<file path="config.mk">
export PLATFORM = sky130hd
export DESIGN_NAME = data_mem_lsu
export DESIGN_NICKNAME = d
export VERILOG_FILES = /design/src/rtl/data_mem_lsu_pkg.sv /design/src/rtl/lsu_lane_align.sv /design/src/rtl/data_mem_lsu.sv
export SDC_FILE = /design/constraint.sdc
export NUM_CORES = 1
export LEC_CHECK = 0
export CAP_MARGIN = 25
export CORE_ASPECT_RATIO = 1.25
export CORE_MARGIN = 3
export CORE_UTILIZATION = 27
export DETAILED_ROUTE_END_ITERATION = 12
export SYNTH_ARGS = -nofsm -noshare
export SYNTH_HDL_FRONTEND = slang
export SYNTH_HIERARCHICAL = 1
export SYNTH_SLANG_ARGS = --single-unit
</file>
<file path="constraint.sdc">
create_clock -name clk -period 2.5 [get_ports clk]
set_input_delay 0.75 -clock clk [delete_from_list [all_inputs] [get_ports clk]]
set_output_delay 0.75 -clock clk [all_outputs]
set_load 0.05 [all_outputs]
</file>
<file path="src/rtl/data_mem_lsu_pkg.sv">
// data_mem_lsu_pkg: funct3 codes, LSU FSM states and helpers shared by the load/store unit
package data_mem_lsu_pkg;

    localparam logic [2:0] F3_LB  = 3'b000;
    localparam logic [2:0] F3_LH  = 3'b001;
    localparam logic [2:0] F3_LW  = 3'b010;
    localparam logic [2:0] F3_LBU = 3'b100;
    localparam logic [2:0] F3_LHU = 3'b101;
    localparam logic [2:0] F3_SB  = 3'b000;
    localparam logic [2:0] F3_SH  = 3'b001;
    localparam logic [2:0] F3_SW  = 3'b010;

    typedef enum logic [2:0] {S_IDLE, S_RD0, S_WR0, S_RD1, S_WR1, S_RESP} lsu_state_t;

    // Bits needed to hold value; clogb2(RAM_DEPTH-1) gives the word-index width
    function automatic int clogb2(input int value);
        int bits = 0;
        for (int v = value; v > 0; v = v >> 1) bits++;
        return bits;
    endfunction

    function automatic logic lsu_legal(input logic we, input logic [2:0] f3);
        return we ? (f3 == F3_SB || f3 == F3_SH || f3 == F3_SW)
                  : (f3 == F3_LB || f3 == F3_LH || f3 == F3_LW || f3 == F3_LBU || f3 == F3_LHU);
    endfunction

    // Access touches bytes in the next word as well
    function automatic logic lsu_span(input logic [2:0] f3, input logic [1:0] off);
        return (f3[1:0] == 2'b01 && off == 2'd3) || (f3[1:0] == 2'b10 && off != 2'd0);
    endfunction

endpackage

</file>
<file path="src/rtl/lsu_lane_align.sv">
// lsu_lane_align: store byte-lane merge for one word half, load byte assembly and extension
module lsu_lane_align
    import data_mem_lsu_pkg::*;
(
    input  logic [2:0]  i_funct3,
    input  logic [1:0]  i_off,
    input  logic        i_half,
    input  logic [31:0] i_wdata,
    input  logic [31:0] i_old,
    input  logic [31:0] i_word0,
    input  logic [31:0] i_word1,
    output logic [31:0] o_merge,
    output logic [31:0] o_load
);
    logic [7:0]  w_lanes8;
    logic [63:0] w_wide;
    logic [3:0]  w_lanes;
    logic [31:0] w_bmask;
    logic [31:0] w_shdata;
    logic [31:0] w_win;

    // Store: place size mask and data in a two-word window, then take the half being written
    always_comb begin
        w_lanes8 = {4'b0000, (i_funct3[1:0] == F3_SB[1:0]) ? 4'b0001 : (i_funct3[1:0] == F3_SH[1:0]) ? 4'b0011 : 4'b1111} << i_off;
        w_wide   = {32'd0, i_wdata} << {i_off, 3'b000};
        w_lanes  = i_half ? w_lanes8[7:4] : w_lanes8[3:0];
        w_shdata = i_half ? w_wide[63:32] : w_wide[31:0];
        w_bmask  = {{8{w_lanes[3]}}, {8{w_lanes[2]}}, {8{w_lanes[1]}}, {8{w_lanes[0]}}};
        o_merge  = (i_old & ~w_bmask) | (w_shdata & w_bmask);
    end

    // Load: window starting at the addressed byte, extended by size and signedness
    always_comb begin
        w_win  = 32'({i_word1, i_word0} >> {i_off, 3'b000});
        o_load = (i_funct3[1:0] == F3_LB[1:0]) ? {{24{~i_funct3[2] & w_win[7]}}, w_win[7:0]}
               : (i_funct3[1:0] == F3_LH[1:0]) ? {{16{~i_funct3[2] & w_win[15]}}, w_win[15:0]} : w_win;
    end

endmodule

</file>
<file path="src/rtl/data_mem_lsu.sv">
// data_mem_lsu: multi-cycle byte/half/word load-store unit over a word RAM; LSU_MISALIGNED_EN builds word-spanning accesses
module data_mem_lsu
    import data_mem_lsu_pkg::*;
#(
    parameter int RAM_DEPTH = 512,
    localparam int AW = clogb2(RAM_DEPTH - 1)
) (
    input  logic          clk,
    input  logic          reset_i,
    input  logic          req_i,
    input  logic          we_i,
    input  logic [2:0]    funct3_i,
    input  logic [31:0]   addr_i,
    input  logic [31:0]   wdata_i,
    output logic          ready_o,
    output logic          done_o,
    output logic [31:0]   rdata_o,
    output logic          err_o,
    output logic [AW-1:0] ram_address_o,
    output logic [31:0]   ram_data_o,
    output logic          ram_we_o,
    input  logic [31:0]   ram_data_i
);
    lsu_state_t    r_state, w_next;
    logic          r_we, r_err;
    logic [2:0]    r_f3;
    logic [1:0]    r_off;
    logic [AW-1:0] r_idx;
    logic [31:0]   r_wdata, r_w0, r_rdata;
    logic          w_acc_err, w_half;
    logic [31:0]   w_old, w_word0, w_word1, w_merge, w_load;
    logic          w_unused;
`ifdef LSU_MISALIGNED_EN
    logic [31:0]   r_w1;
    logic          w_span;
    logic [AW-1:0] w_idx1;
`endif

    assign w_unused = ^addr_i[31:AW+2];
    assign w_word0  = (r_state == S_RD0) ? ram_data_i : r_w0;
`ifdef LSU_MISALIGNED_EN
    assign w_span   = lsu_span(r_f3, r_off);
    assign w_idx1   = (r_idx == AW'(RAM_DEPTH - 1)) ? '0 : r_idx + AW'(1);
    assign w_half   = r_state == S_WR1;
    assign w_old    = w_half ? r_w1 : r_w0;
    assign w_word1  = (r_state == S_RD1) ? ram_data_i : r_w1;
`else
    assign w_half   = 1'b0;
    assign w_old    = r_w0;
    assign w_word1  = '0;
`endif

    lsu_lane_align u_align (
        .i_funct3 (r_f3),
        .i_off    (r_off),
        .i_half   (w_half),
        .i_wdata  (r_wdata),
        .i_old    (w_old),
        .i_word0  (w_word0),
        .i_word1  (w_word1),
        .o_merge  (w_merge),
        .o_load   (w_load)
    );

    // Next state; without split support a spanning access is rejected at accept
    always_comb begin
`ifdef LSU_MISALIGNED_EN
        w_acc_err = !lsu_legal(we_i, funct3_i);
`else
        w_acc_err = !lsu_legal(we_i, funct3_i) || lsu_span(funct3_i, addr_i[1:0]);
`endif
        w_next = r_state;
        case (r_state)
            S_IDLE:  if (req_i) w_next = w_acc_err ? S_RESP : (we_i && funct3_i == F3_SW && addr_i[1:0] == 2'd0) ? S_WR0 : S_RD0;
`ifdef LSU_MISALIGNED_EN
            S_RD0:   w_next = r_we ? S_WR0 : w_span ? S_RD1 : S_RESP;
            S_WR0:   w_next = w_span ? S_RD1 : S_RESP;
            S_RD1:   w_next = r_we ? S_WR1 : S_RESP;
            S_WR1:   w_next = S_RESP;
`else
            S_RD0:   w_next = r_we ? S_WR0 : S_RESP;
            S_WR0:   w_next = S_RESP;
`endif
            S_RESP:  w_next = S_IDLE;
            default: w_next = S_IDLE;
        endcase
    end

    // Handshake and RAM port decode; a write is suppressed in the reset cycle itself
    always_comb begin
        ready_o    = r_state == S_IDLE;
        done_o     = r_state == S_RESP;
        err_o      = done_o && r_err;
        rdata_o    = r_rdata;
        ram_we_o   = !reset_i && (r_state == S_WR0 || r_state == S_WR1);
        ram_data_o = (r_state == S_WR0 || r_state == S_WR1) ? w_merge : '0;
`ifdef LSU_MISALIGNED_EN
        ram_address_o = (r_state == S_RD0 || r_state == S_WR0) ? r_idx : (r_state == S_RD1 || r_state == S_WR1) ? w_idx1 : '0;
`else
        ram_address_o = (r_state == S_RD0 || r_state == S_WR0) ? r_idx : '0;
`endif
    end

    // Request latch, read-word capture and result register loaded on entry to RESP
    always_ff @(posedge clk) begin
        if (reset_i) begin
            r_state <= S_IDLE;
            r_we    <= 1'b0;
            r_err   <= 1'b0;
            r_f3    <= '0;
            r_off   <= '0;
            r_idx   <= '0;
            r_wdata <= '0;
            r_w0    <= '0;
            r_rdata <= '0;
`ifdef LSU_MISALIGNED_EN
            r_w1    <= '0;
`endif
        end else begin
            r_state <= w_next;
            if (ready_o && req_i) begin
                r_we    <= we_i;
                r_err   <= w_acc_err;
                r_f3    <= funct3_i;
                r_off   <= addr_i[1:0];
                r_idx   <= addr_i[AW+1:2];
                r_wdata <= wdata_i;
            end
            if (r_state == S_RD0) r_w0 <= ram_data_i;
`ifdef LSU_MISALIGNED_EN
            if (r_state == S_RD1) r_w1 <= ram_data_i;
`endif
            if (w_next == S_RESP) r_rdata <= (r_state == S_IDLE || r_we) ? '0 : w_load;
        end
    end

endmodule

</file>
======== Yosys cells after proc, flatten, opt, wreduce, memory -nomap -nowiden ========
Index checks and enable logic that the tools add are counted.
word-level totals
  bits in registers ....................... 115
operators by class
  reductions and logical operators ........ 23
  bitwise operators ....................... 7
  multiplexer cells ....................... 14
  shifts and indexed selects .............. 3
  equality and inequality tests ........... 13
operators with widths
  operator              count
  $mux W32              5
  $and A32 B32 Y32      2
  $not A32 Y32          1
  $or A32 B32 Y32       1
  $shl A32 B5 Y32       1
  $shr A32 B5 Y32       1
  $eq A3 B3 Y1 const B  5
  $logic_or A1 B1 Y1    9
  $mux W3               3
  $mux W9               1
  $pmux W3 S3           1
  $mux W4               2
  $logic_and A1 B1 Y1   7
  $eq A3 B1 Y1 const B  2
  $eq A3 B2 Y1 const B  2
  $logic_not A3 Y1      2
  $eq A2 B1 Y1 const B  2
  $eq A2 B2 Y1 const B  2
  $logic_not A2 Y1      2
  $shl A4 B2 Y4         1
  $and A1 B1 Y1         2
  $logic_not A1 Y1      2
  $mux W2               1
  $reduce_bool A2 Y1    1
  other kinds (2)       2

======== Depth between registers and ports, before layout ========
Gate-level depths: netlist of the first run.
  depth after elaboration ................. 12
  gate-level depth with buffers ........... 10
  depth with buffers taken out ............ 7

======== By module ========
Netlist of the first run, hierarchy kept.
by module, submodules not included
  module          cells an instance  instances  seq. area each (um2)  area an instance (um2)
  data_mem_lsu    461                1          2302.2                4405.5
  lsu_lane_align  328                1          0.0                   2324.7

======== Least setup slack after synthesis of the first run ========
Ideal clock, no wire load.
  kind .................................... input port to output port
  from .................................... input port reset_i
  to ...................................... output port ram_we_o
  stages .................................. 2
  arrival ................................. 2.038 ns
  path slack .............................. -0.288 ns
  data required time ...................... 1.750 ns
  cell sequence ........................... clkbuf_1 -> nor3_1
between the ends
  word-level cells in the longest chain between the ends .. 2
RTL lines
  what                 line                RTL
  from (decl)          data_mem_lsu.sv:9   input logic reset_i,
  $logic_not A1 Y1     data_mem_lsu.sv:95  ram_we_o = !reset_i && (r_state == S_WR0 || r_state == S_WR1);
  $logic_and A1 B1 Y1  data_mem_lsu.sv:95
  to (decl)            data_mem_lsu.sv:21  output logic ram_we_o,
No other way between the ends.

======== Worst setup path after layout of the first run ========
  from .................................... register r_off[0]
  to ...................................... output port ram_data_o[16]
between the ends
  word-level cells in the longest chain between the ends .. 5
  elaborated cells between the ends (all ways) .. 7
  classes of those cells .................. shift: 2; mux: 1; bitwise: 4
RTL lines
  what                                                     line                  RTL
  from (decl)                                              data_mem_lsu.sv:27    logic [1:0] r_off;
  from (signal assigned)                                   data_mem_lsu.sv:125   r_off <= addr_i[1:0];
  branches (longest 3 deep; another with $shl A32 B5 Y32)  --
  $or A32 B32 Y32 *                                        lsu_lane_align.sv:29  o_merge = (i_old & ~w_bmask) | (w_shdata & w_bmask);
  via w_merge[16]                                          data_mem_lsu.sv:31    logic [31:0] w_old, w_word0, w_word1, w_merge, w_load;
  $mux W32 *                                               data_mem_lsu.sv:96    ram_data_o = (r_state == S_WR0 || r_state == S_WR1) ? w_merge : '0;
  to (decl)                                                data_mem_lsu.sv:20    output logic [31:0] ram_data_o,
Mark *: on every way through the listed nets, which the timed path passes.

==> run_results.csv, run 1 <==
group,metric,value,unit
final_layout,finalCoreUtilization,0.434,
global_route,grt_first_pass_wirelength,34200,µm
yosys,ys_top_cells_by_count,"nand2_1 (146), dfxtp_1 (115), a21oi_1 (73)",
sta,fin_crit_sh,1.14,
floorplanning,die_h,183,µm
global_route,gr-total-overflow,0,
yosys,postSynthCellCount,789,
worst_setup_path,path_class,"flop to primary output",
sta,drv_slew,0,
clock_network,clkTransAtPathRegs,0.05,ns
global_route,grt_start_max_net_pins,60,
drt,vias,6245,
floorplanning,die_w,147,µm
yosys,synthArstFlopShare,0,
placed_design,dpl.hpwl,17300,µm
yosys,synth.largest_area_cell,"dfxtp_1",
worst_setup_path,critPathMaxFanout,8,
drt,drc_errors,0,
clock_network,htree_num_levels,4,
sta,rsz0062_at_grt,"true",
clock_network,cts_buffers,17,
worst_setup_path,rr_worst_depth,8,
drt,routed_wirelength,22600,µm
drt,postRouteAntennaNets,0,
drt,dr.pass1.iters,5,
placed_design,gp_congestion,0.845,
clock_network,cts-root-buf,"clkbuf_16",
clock_network,cts_tree,"yes",
sta,slew_headroom,0.627,
worst_setup_path,reg2reg_slack,0.18,ns
final_layout,fin_nets,1105,
floorplanning,num_rows,63,
yosys,synth_edf_count,0,
sta,skew,0.0108,ns
floorplanning,pin_count,180,
final_layout,stdcell_area,10500,µm²
sta,setup_violations,32,
yosys,yosysSeqAreaShare,0.342,
worst_setup_path,rr_endpoint,"rdata_o[10]",
placed_design,dpl.cell_count,1299,
run_status,violations,"negative setup slack",
yosys,synthDistinctLibCells,48,
floorplanning,dieArea,26900,µm²
global_route,antenna_found_initial,0,
worst_setup_path,cp-start-kind,"flop",
final_layout,area_growth,55.4,%
yosys,synth.area.top_cells,"dfxtp_1 (34%), mux2_2 (11%), mux2i_1 (9.5%)",
global_route,grt_pass1_vias,5928,
clock_network,clock-sinks,115,
sta,post-route-min-period,2.85,ns
sta,final-hold-violation-count,0,
run_status,outcome,"complete, but fails checks",
final_layout,layout-drive-gt1-share,0.260,
yosys,yosys.area.top_type_share,0.342,
worst_setup_path,crit_start,"r_off[0]",
clock_network,clockBufferDepth,2,
drt,drt-wirelength-per-cell,16.9,µm
placed_design,post_dp_cell_area,9460,µm²
yosys,ys_ff_latch,115,
clock_network,insertion_delay,0.42,ns
yosys,synth.most_common_cell,"nand2_1",
worst_setup_path,crit_required,1.75,ns
drt,drt_iter0_markers,430,
drt,via_per_inst,4.66,
placed_design,pre_cts_slack,-0.0975,ns
yosys,synth_flop_cell,"dfxtp_1",
yosys,avgSynthCellArea,8.53,µm²
power_and_ir_drop,p_per_area,634,nW/µm²
floorplanning,start_util,0.279,
final_layout,instances_no_fill,1340,
placed_design,io_buffers,158,
worst_hold_path,hold_path.class,"flop to flop",
global_route,track_usage,0.164,
worst_setup_path,critPathCaptureType,"primary output",
yosys,syn_area,6730,µm²
clock_network,holdBufCountCts,0,
worst_setup_path,r2r_start,"r_state[0]",
floorplanning,core,24100,µm²
power_and_ir_drop,leakage,4.05,nW
sta,worst_pin_slew,0.559,ns
final_layout,n_antenna_cell,0,
worst_setup_path,endpoint,"ram_data_o[16]",
sta,fmax,351,MHz
job,cap_violations,0,
power_and_ir_drop,peakVddDrop,0.511,mV
sta,final.setup.worst_slack,-0.352,ns
yosys,yosysWarnings,6,
worst_setup_path,crit_arrival,2.10,ns
-- worst min path at each step --
stage | startpoint | cells past startpoint | to | slack, ns
after floorplan | r_idx[0] | 2 | r_idx[0] | 0.43
after global placement | r_idx[7] | 2 | r_idx[7] | 0.44
after detailed placement | r_idx[3] | 2 | r_idx[3] | 0.44
after CTS | r_idx[3] | 2 | r_idx[3] | 0.45
after global routing | r_idx[0] | 2 | r_idx[0] | 0.46
final | r_idx[4] | 2 | r_idx[4] | 0.45
-- state kept, by name, indices dropped and copies added, names as in the netlist --
name,flops
r_f3,3
rdata_o,32
r_state,3
r_w0,32
r_we,1
r_err,1
r_off,2
r_idx,9
r_wdata,32
-- cell type report --
class	instances	area [µm²]
Inverter	3	17.5
Fill cell	2398	13700
Timing Repair Buffer	218	2690
Clock buffer	21	450
Tap cell	325	407
Clock inverter	11	159
Multi-Input combinational cell	647	4420
Sequential cell	115	2310
-- power breakdown --
group,switching [W],internal (W),total (W)
logic,0.00104,0.000935,0.00198
clock network,0.000855,0.00168,0.00254
registers,0.000140,0.00198,0.00212
total,0.00204,0.00460,0.00663
-- through the flow --
stage | TNS, ns | hold slack, ns | power [W]
floorplan | 0 | 0.432 | 0.00328
finish | -9.38 | 0.449 | 0.00663
CTS | -10.61 | 0.449 | 0.00663
detailed placement | -2.59 | 0.442 | 0.00400
global route | -11.78 | 0.464 | 0.00693
global placement | -2.44 | 0.437 | 0.00398
-- cell usage in the layout (no fill, tap or decap), types with 17 or more instances in the layout --
master	n
dfxtp_1	111
a21oi_1	71
and2_4	17
mux2_2	53
buf_4	40
clkdlybuf4s50_1	112
conb_1	39
mux2i_1	56
a22o_1	32
and2_1	27
clkbuf_16	17
nand2_1	144
buf_12	61
nor2b_1	44
nor2_1	34
-- cell families after synthesis --
family,after synthesis,synth area share
other cells,1,0.000557
simple gates,294,0.209
compound gates,182,0.184
flops,115,0.342
mux,130,0.206
buf+inv,66,0.0578
xor+xnor,1,0.00130
-- what timing repair did --
action / in CTS / in global routing
buffers inserted: 5 / 3
endpoints found under the hold margin: 0 / 0
gates cloned: 0 / 1
setup endpoints to repair: 41 / 42
pin swaps: 2 / 6
resized for setup: 57 / 32
-- routing by layer --
layer  track usage  vias to the layer above  wire length [µm]
met5             0                        -                 0
met4        0.0496                        0               374
met2         0.274                      175             11000
met1         0.209                     2900              9990
met3        0.0422                       21              1300
li1              -                     3149                 -
-- critical path, cell delays in order (launching register included) --
cell	delay, ns
dfxtp_4	0.41
and2b_1	0.22
a21oi_2	0.15
o221ai_4	0.13
buf_12	0.16
mux2_4	0.31
and2_4	0.15
buf_12	0.14
Power figures use the tool's default switching activity.
==> run 2, diff against run 1 <==
Settings changed: SETUP_SLACK_MARGIN set to 0.05.
==> run 2 against run 1 <==
The flow still finishes with violations (negative setup slack); via count increased by 1.9%; maximum frequency decreased by 1.9%; combinational power up 5%; register-to-register slack worse by 0.02 ns; worst setup slack worse by 0.056 ns; die area unchanged; worst hold slack improved by 0.0069 ns; sequential cell count unchanged; largest cell class unchanged.
==> run_results.csv, run 2 (synthesis results as in run 1) <==
group,metric,value,unit
floorplanning,pin_count,180,
clock_network,holdBufCountCts,0,
drt,dr.pass1.iters,5,
drt,drt-wirelength-per-cell,17.2,µm
floorplanning,core,24100,µm²
sta,fin_crit_sh,1.16,
worst_setup_path,cp-start-kind,"flop",
clock_network,clock-sinks,115,
worst_hold_path,hold_path.class,"flop to flop",
sta,fmax,344,MHz
sta,final-hold-violation-count,0,
sta,rsz0062_at_grt,"true",
worst_hold_path,min_from,"r_idx[0]",
worst_setup_path,crit_chain,"buf_6 > and2b_2 > a21oi_4 > o221ai_4 > buf_12 > mux2_4 > and2_4 > buf_12",
final_layout,regArea,2310,µm²
drt,drc_errors,0,
clock_network,clockBufferDepth,2,
final_layout,area_growth,59.2,%
run_status,violations,"negative setup slack",
drt,routed_wirelength,23300,µm
clock_network,htree_num_levels,4,
clock_network,clkTransAtPathRegs,0.06,ns
worst_hold_path,hold_depth,2,
final_layout,fillers,2351,
final_layout,final_common_cell,"nand2_1",
global_route,use_met1,0.209,
job,cap_violations,0,
sta,post-route-min-period,2.91,ns
global_route,top_usage_layer,"met2",
worst_setup_path,critPathMaxFanout,8,
power_and_ir_drop,leakage,4.16,nW
worst_setup_path,rr_endpoint,"rdata_o[12]",
worst_setup_path,critical_path.max_stage_delay,0.35,ns
drt,drt_iter0_markers,530,
floorplanning,die_h,183,µm
global_route,grt_util_met2,0.293,
worst_setup_path,r2r_start,"r_state[1]",
power_and_ir_drop,p_per_area,618,nW/µm²
worst_hold_path,hold_end,"r_idx[0]",
drt,postRouteAntennaNets,0,
worst_setup_path,path_class,"flop to primary output",
global_route,gr-total-overflow,0,
worst_setup_path,rr_worst_depth,8,
placed_design,gp_congestion,0.903,
worst_setup_path,crit_arrival,2.16,ns
sta,skew,0.00699,ns
clock_network,cts-root-buf,"clkbuf_16",
final_layout,n_antenna_cell,0,
global_route,grt_start_max_net_pins,70,
sta,drv_slew,0,
worst_setup_path,crit_path_frequent_cell,"buf_12",
clock_network,cts_buffers,17,
clock_network,insertion_delay,0.43,ns
sta,setup_violations,32,
global_route,grt_pass1_vias,6288,
worst_setup_path,reg2reg_slack,0.16,ns
global_route,track_usage,0.170,
clock_network,cts_tree,"yes",
final_layout,layout-drive-gt1-share,0.296,
floorplanning,dieArea,26900,µm²
worst_setup_path,critPathCaptureType,"primary output",
global_route,use_met3,0.0420,
global_route,grt_first_pass_wirelength,35400,µm
worst_setup_path,critPathSlowestCell,"dfxtp_4",
final_layout,multi_input_area,4570,µm²
drt,via_per_inst,4.70,
floorplanning,start_util,0.279,
floorplanning,die_w,147,µm
final_layout,final_cell_mix,"nand2_1 (145), clkdlybuf4s50_1 (112), dfxtp_1 (111)",
sta,fin_setup_tns,-10.27,ns
worst_setup_path,crit_required,1.75,ns
power_and_ir_drop,peakVddDrop,0.535,mV
global_route,antenna_found_initial,0,
run_status,outcome,"complete, but fails checks",
sta,slew_headroom,0.521,
placed_design,pre_cts_slack,-0.109,ns
final_layout,fin_nets,1119,
placed_design,dpl.hpwl,17400,µm
placed_design,io_buffers,158,
sta,worst_pin_slew,0.718,ns
sta,final.setup.worst_slack,-0.407,ns
floorplanning,num_rows,63,
drt,vias,6362,
==> run 2: cell types whose count changed in the layout (fill, tap and decap cells not counted), sizes merged <==
| cell | change |
|---|---|
| buf | +11 |
| inv | +2 |
| bufinv | -2 |
| clkinvlp | +6 |
| clkinv | -2 |
| clkbuf | -1 |
==> run 2: worst max-delay path by stage <==
| stage | end | from | slack [ns] |
|---|---|---|---|
| after floorplan | ram_data_o[23] | r_off[1] | 0.06 |
| after CTS | ram_data_o[23] | r_off[1] | -0.40 |
| final | ram_data_o[18] | r_off[1] | -0.41 |
| after global placement | rdata_o[10] | ram_data_i[23] | -0.10 |
| after global routing | ram_data_o[18] | r_off[1] | -0.46 |
| after detailed placement | rdata_o[10] | ram_data_i[23] | -0.11 |
==> run 2: metrics by stage <==
stage / cells / power (W) / hold slack (ns) / utilization / instance area [µm²]
floorplan: 827 / 0.00329 / 0.432 / - / 6890
global placement: 1299 / 0.00399 / 0.437 / 0.392 / 9470
detailed placement: 1299 / 0.00401 / 0.443 / 0.392 / 9470
CTS: 1342 / 0.00656 / 0.456 / 0.432 / 10400
global route: 1354 / 0.00693 / 0.479 / 0.444 / 10700
finish: 1354 / 0.00662 / 0.456 / 0.444 / 10700
==> run 2: what timing repair did <==
| item | in CTS | in global routing |
|---|---|---|
| gates resized for setup | 78 | 49 |
| buffers inserted | 10 | 10 |
| cloned | 2 | 2 |
| pin swaps | 11 | 12 |
| endpoints found under the setup margin | 41 | 65 |
==> run 2: power by group <==
group          internal, W  total [W]  switching, W
clock              0.00150    0.00243      0.000934
combinational     0.000991    0.00207       0.00107
sequential         0.00198    0.00212      0.000144
total              0.00447    0.00662       0.00215
==> run 2: metal layers <==
layer	part of all wire	up-vias
met3	0.061	24
met1	0.43	2952
met5	0	-
met4	0.017	0
met2	0.50	200
li1	-	3186
==> run 2: layout make-up <==
class                      count  area share
clock inverter                14      0.0145
sequential                   115       0.216
clock buffer                  18      0.0410
tap                          325      0.0379
multi-input combinational    647       0.426
timing repair buffer         231       0.262
timing repair inverter         1    0.000467
inverter                       3     0.00257
==> run 2: critical path: cells and delay by family, from the launching register on <==
kind	cells	cell delay (ns)
multiplexers	1	0.31
AND/OR/NAND/NOR	2	0.37
flip-flops	1	0.35
buffers and inverters	3	0.42
AO/OA/AOI/OAI	2	0.28
==> run 3, diff against run 2 <==
Clock period 2.5 ns to 2.33 ns, I/O delays scaled along.
==> run 3 against run 2 <==
The flow still finishes with violations (negative setup slack); total power rose by 12%; core utilization grew 1.1 points; first-iteration DRC count is 16% lower; critical path type unchanged; largest cell class unchanged.
==> run_results.csv, run 3 (synthesis results as in run 1) <==
group,metric,value,unit
run_status,outcome,"complete, but fails checks",
run_status,violations,"negative setup slack",
worst_setup_path,critPathCaptureType,"primary output",
drt,vias,6493,
worst_setup_path,crit_arrival,2.08,ns
power_and_ir_drop,leakage,4.57,nW
final_layout,final_cell_mix,"nand2_1 (143), dfxtp_1 (110), buf_4 (81)",
floorplanning,die_h,183,µm
sta,fin_crit_sh,1.19,
worst_setup_path,crit_required,1.63,ns
floorplanning,core,24100,µm²
sta,worst_pin_slew,0.622,ns
final_layout,layout-drive-gt1-share,0.342,
power_and_ir_drop,p_per_area,674,nW/µm²
floorplanning,pin_count,180,
sta,post-route-min-period,2.78,ns
placed_design,pre_cts_slack,-0.254,ns
worst_setup_path,critPathMaxFanout,6,
clock_network,cts-root-buf,"clkbuf_16",
floorplanning,start_util,0.279,
placed_design,post_dp_cell_area,9620,µm²
placed_design,io_buffers,158,
sta,fmax,359,MHz
global_route,gr-total-overflow,0,
placed_design,dpl.cell_count,1320,
global_route,antenna_found_initial,0,
placed_design,dpl.hpwl,17500,µm
clock_network,holdBufCountCts,0,
worst_setup_path,cp-start-kind,"flop",
final_layout,fin_nets,1139,
drt,dr.pass1.iters,5,
global_route,track_usage,0.171,
sta,hold_slack,0.453,ns
job,cap_violations,0,
drt,postRouteAntennaNets,0,
worst_setup_path,path_class,"flop to primary output",
floorplanning,num_rows,63,
clock_network,clkTransAtPathRegs,0.05,ns
final_layout,stdcell_area,11000,µm²
drt,routed_wirelength,23900,µm
final_layout,area_growth,63.1,%
sta,slew_headroom,0.586,
sta,drv_slew,0,
sta,skew,0.00624,ns
power_and_ir_drop,peakVddDrop,0.538,mV
placed_design,gp_congestion,0.862,
clock_network,clockBufferDepth,2,
clock_network,insertion_delay,0.41,ns
worst_hold_path,hold_path.class,"flop to flop",
drt,drt-wirelength-per-cell,17.4,µm
global_route,grt_pass1_vias,6262,
final_layout,final_common_cell,"nand2_1",
sta,setup_violations,41,
drt,drt_iter0_markers,443,
sta,final-hold-violation-count,0,
final_layout,n_antenna_cell,0,
sta,final.setup.worst_slack,-0.454,ns
clock_network,cts_tree,"yes",
floorplanning,die_w,147,µm
sta,rsz0062_at_grt,"true",
clock_network,clock-sinks,115,
final_layout,instances_no_fill,1374,
global_route,grt_start_max_net_pins,85,
sta,fin_setup_tns,-12.56,ns
clock_network,cts_buffers,17,
drt,via_per_inst,4.73,
clock_network,htree_num_levels,4,
floorplanning,dieArea,26900,µm²
drt,drc_errors,0,
global_route,grt_first_pass_wirelength,35800,µm
[run 3: cell count changes in the layout (fill, tap and decap cells not counted), moves of 6 or more]
cell             previous run  this run
buf_6                       8        16
mux2_2                     48        35
dlymetal6s2s_1              0        10
buf_4                      49        81
mux2_4                     18        31
clkdlybuf4s50_1           112        80
o21ai_0                    16        10
dlygate4sd2_1               0         7
[run 3: repair_timing]
action,in CTS,in global routing
cloned,3,1
gates resized for setup,102,62
buffers inserted,15,6
pin swaps,23,14
endpoints found under the setup margin,71,80
[run 3: critical path, cell delays in order (launching register included)]
cell      delay, ns
dfxtp_4        0.38
and2b_2        0.25
a21oi_2        0.15
o221ai_4       0.13
buf_6          0.15
mux2_4         0.31
and2_4         0.15
buf_12         0.14
[run 3: power by group]
part | total, W | internal [W] | switching [W]
sequential | 0.00227 | 0.00213 | 0.000140
clock | 0.00274 | 0.00184 | 0.000907
combinational | 0.00239 | 0.00116 | 0.00123
[run 3: final cells by class]
type	count	area [µm²]
fillers	2334	13100
multi-input cells	646	4690
repair buffers	253	2940
flip-flops and latches	115	2310
clock buffers	22	464
well taps	325	407
clock inverters	10	154
inverters	3	13.8
[run 3: metal layers]
layer,global-route usage,vias to the layer above,part of all wire
met5,0,-,0
met4,0.0489,0,0.018
met3,0.0390,22,0.052
met2,0.298,187,0.50
met1,0.212,3070,0.43
li1,-,3214,-
[run 3: per-stage QoR]
step | utilization | total power [W]
after floorplan | - | 0.00355
after global placement | 0.399 | 0.00433
after detailed placement | 0.399 | 0.00435
after CTS | 0.444 | 0.00734
after global routing | 0.455 | 0.00774
final | 0.455 | 0.00741
[run 3: worst paths after layout]
check,start,endpoint,slack (ns),cells past startpoint
setup reg to reg,r_state[2],rdata_o[0],0.09,10
setup / recovery,r_off[0],ram_data_o[22],-0.45,7
hold reg to reg,r_idx[7],r_idx[7],0.45,2
hold / removal,r_idx[7],r_idx[7],0.45,2
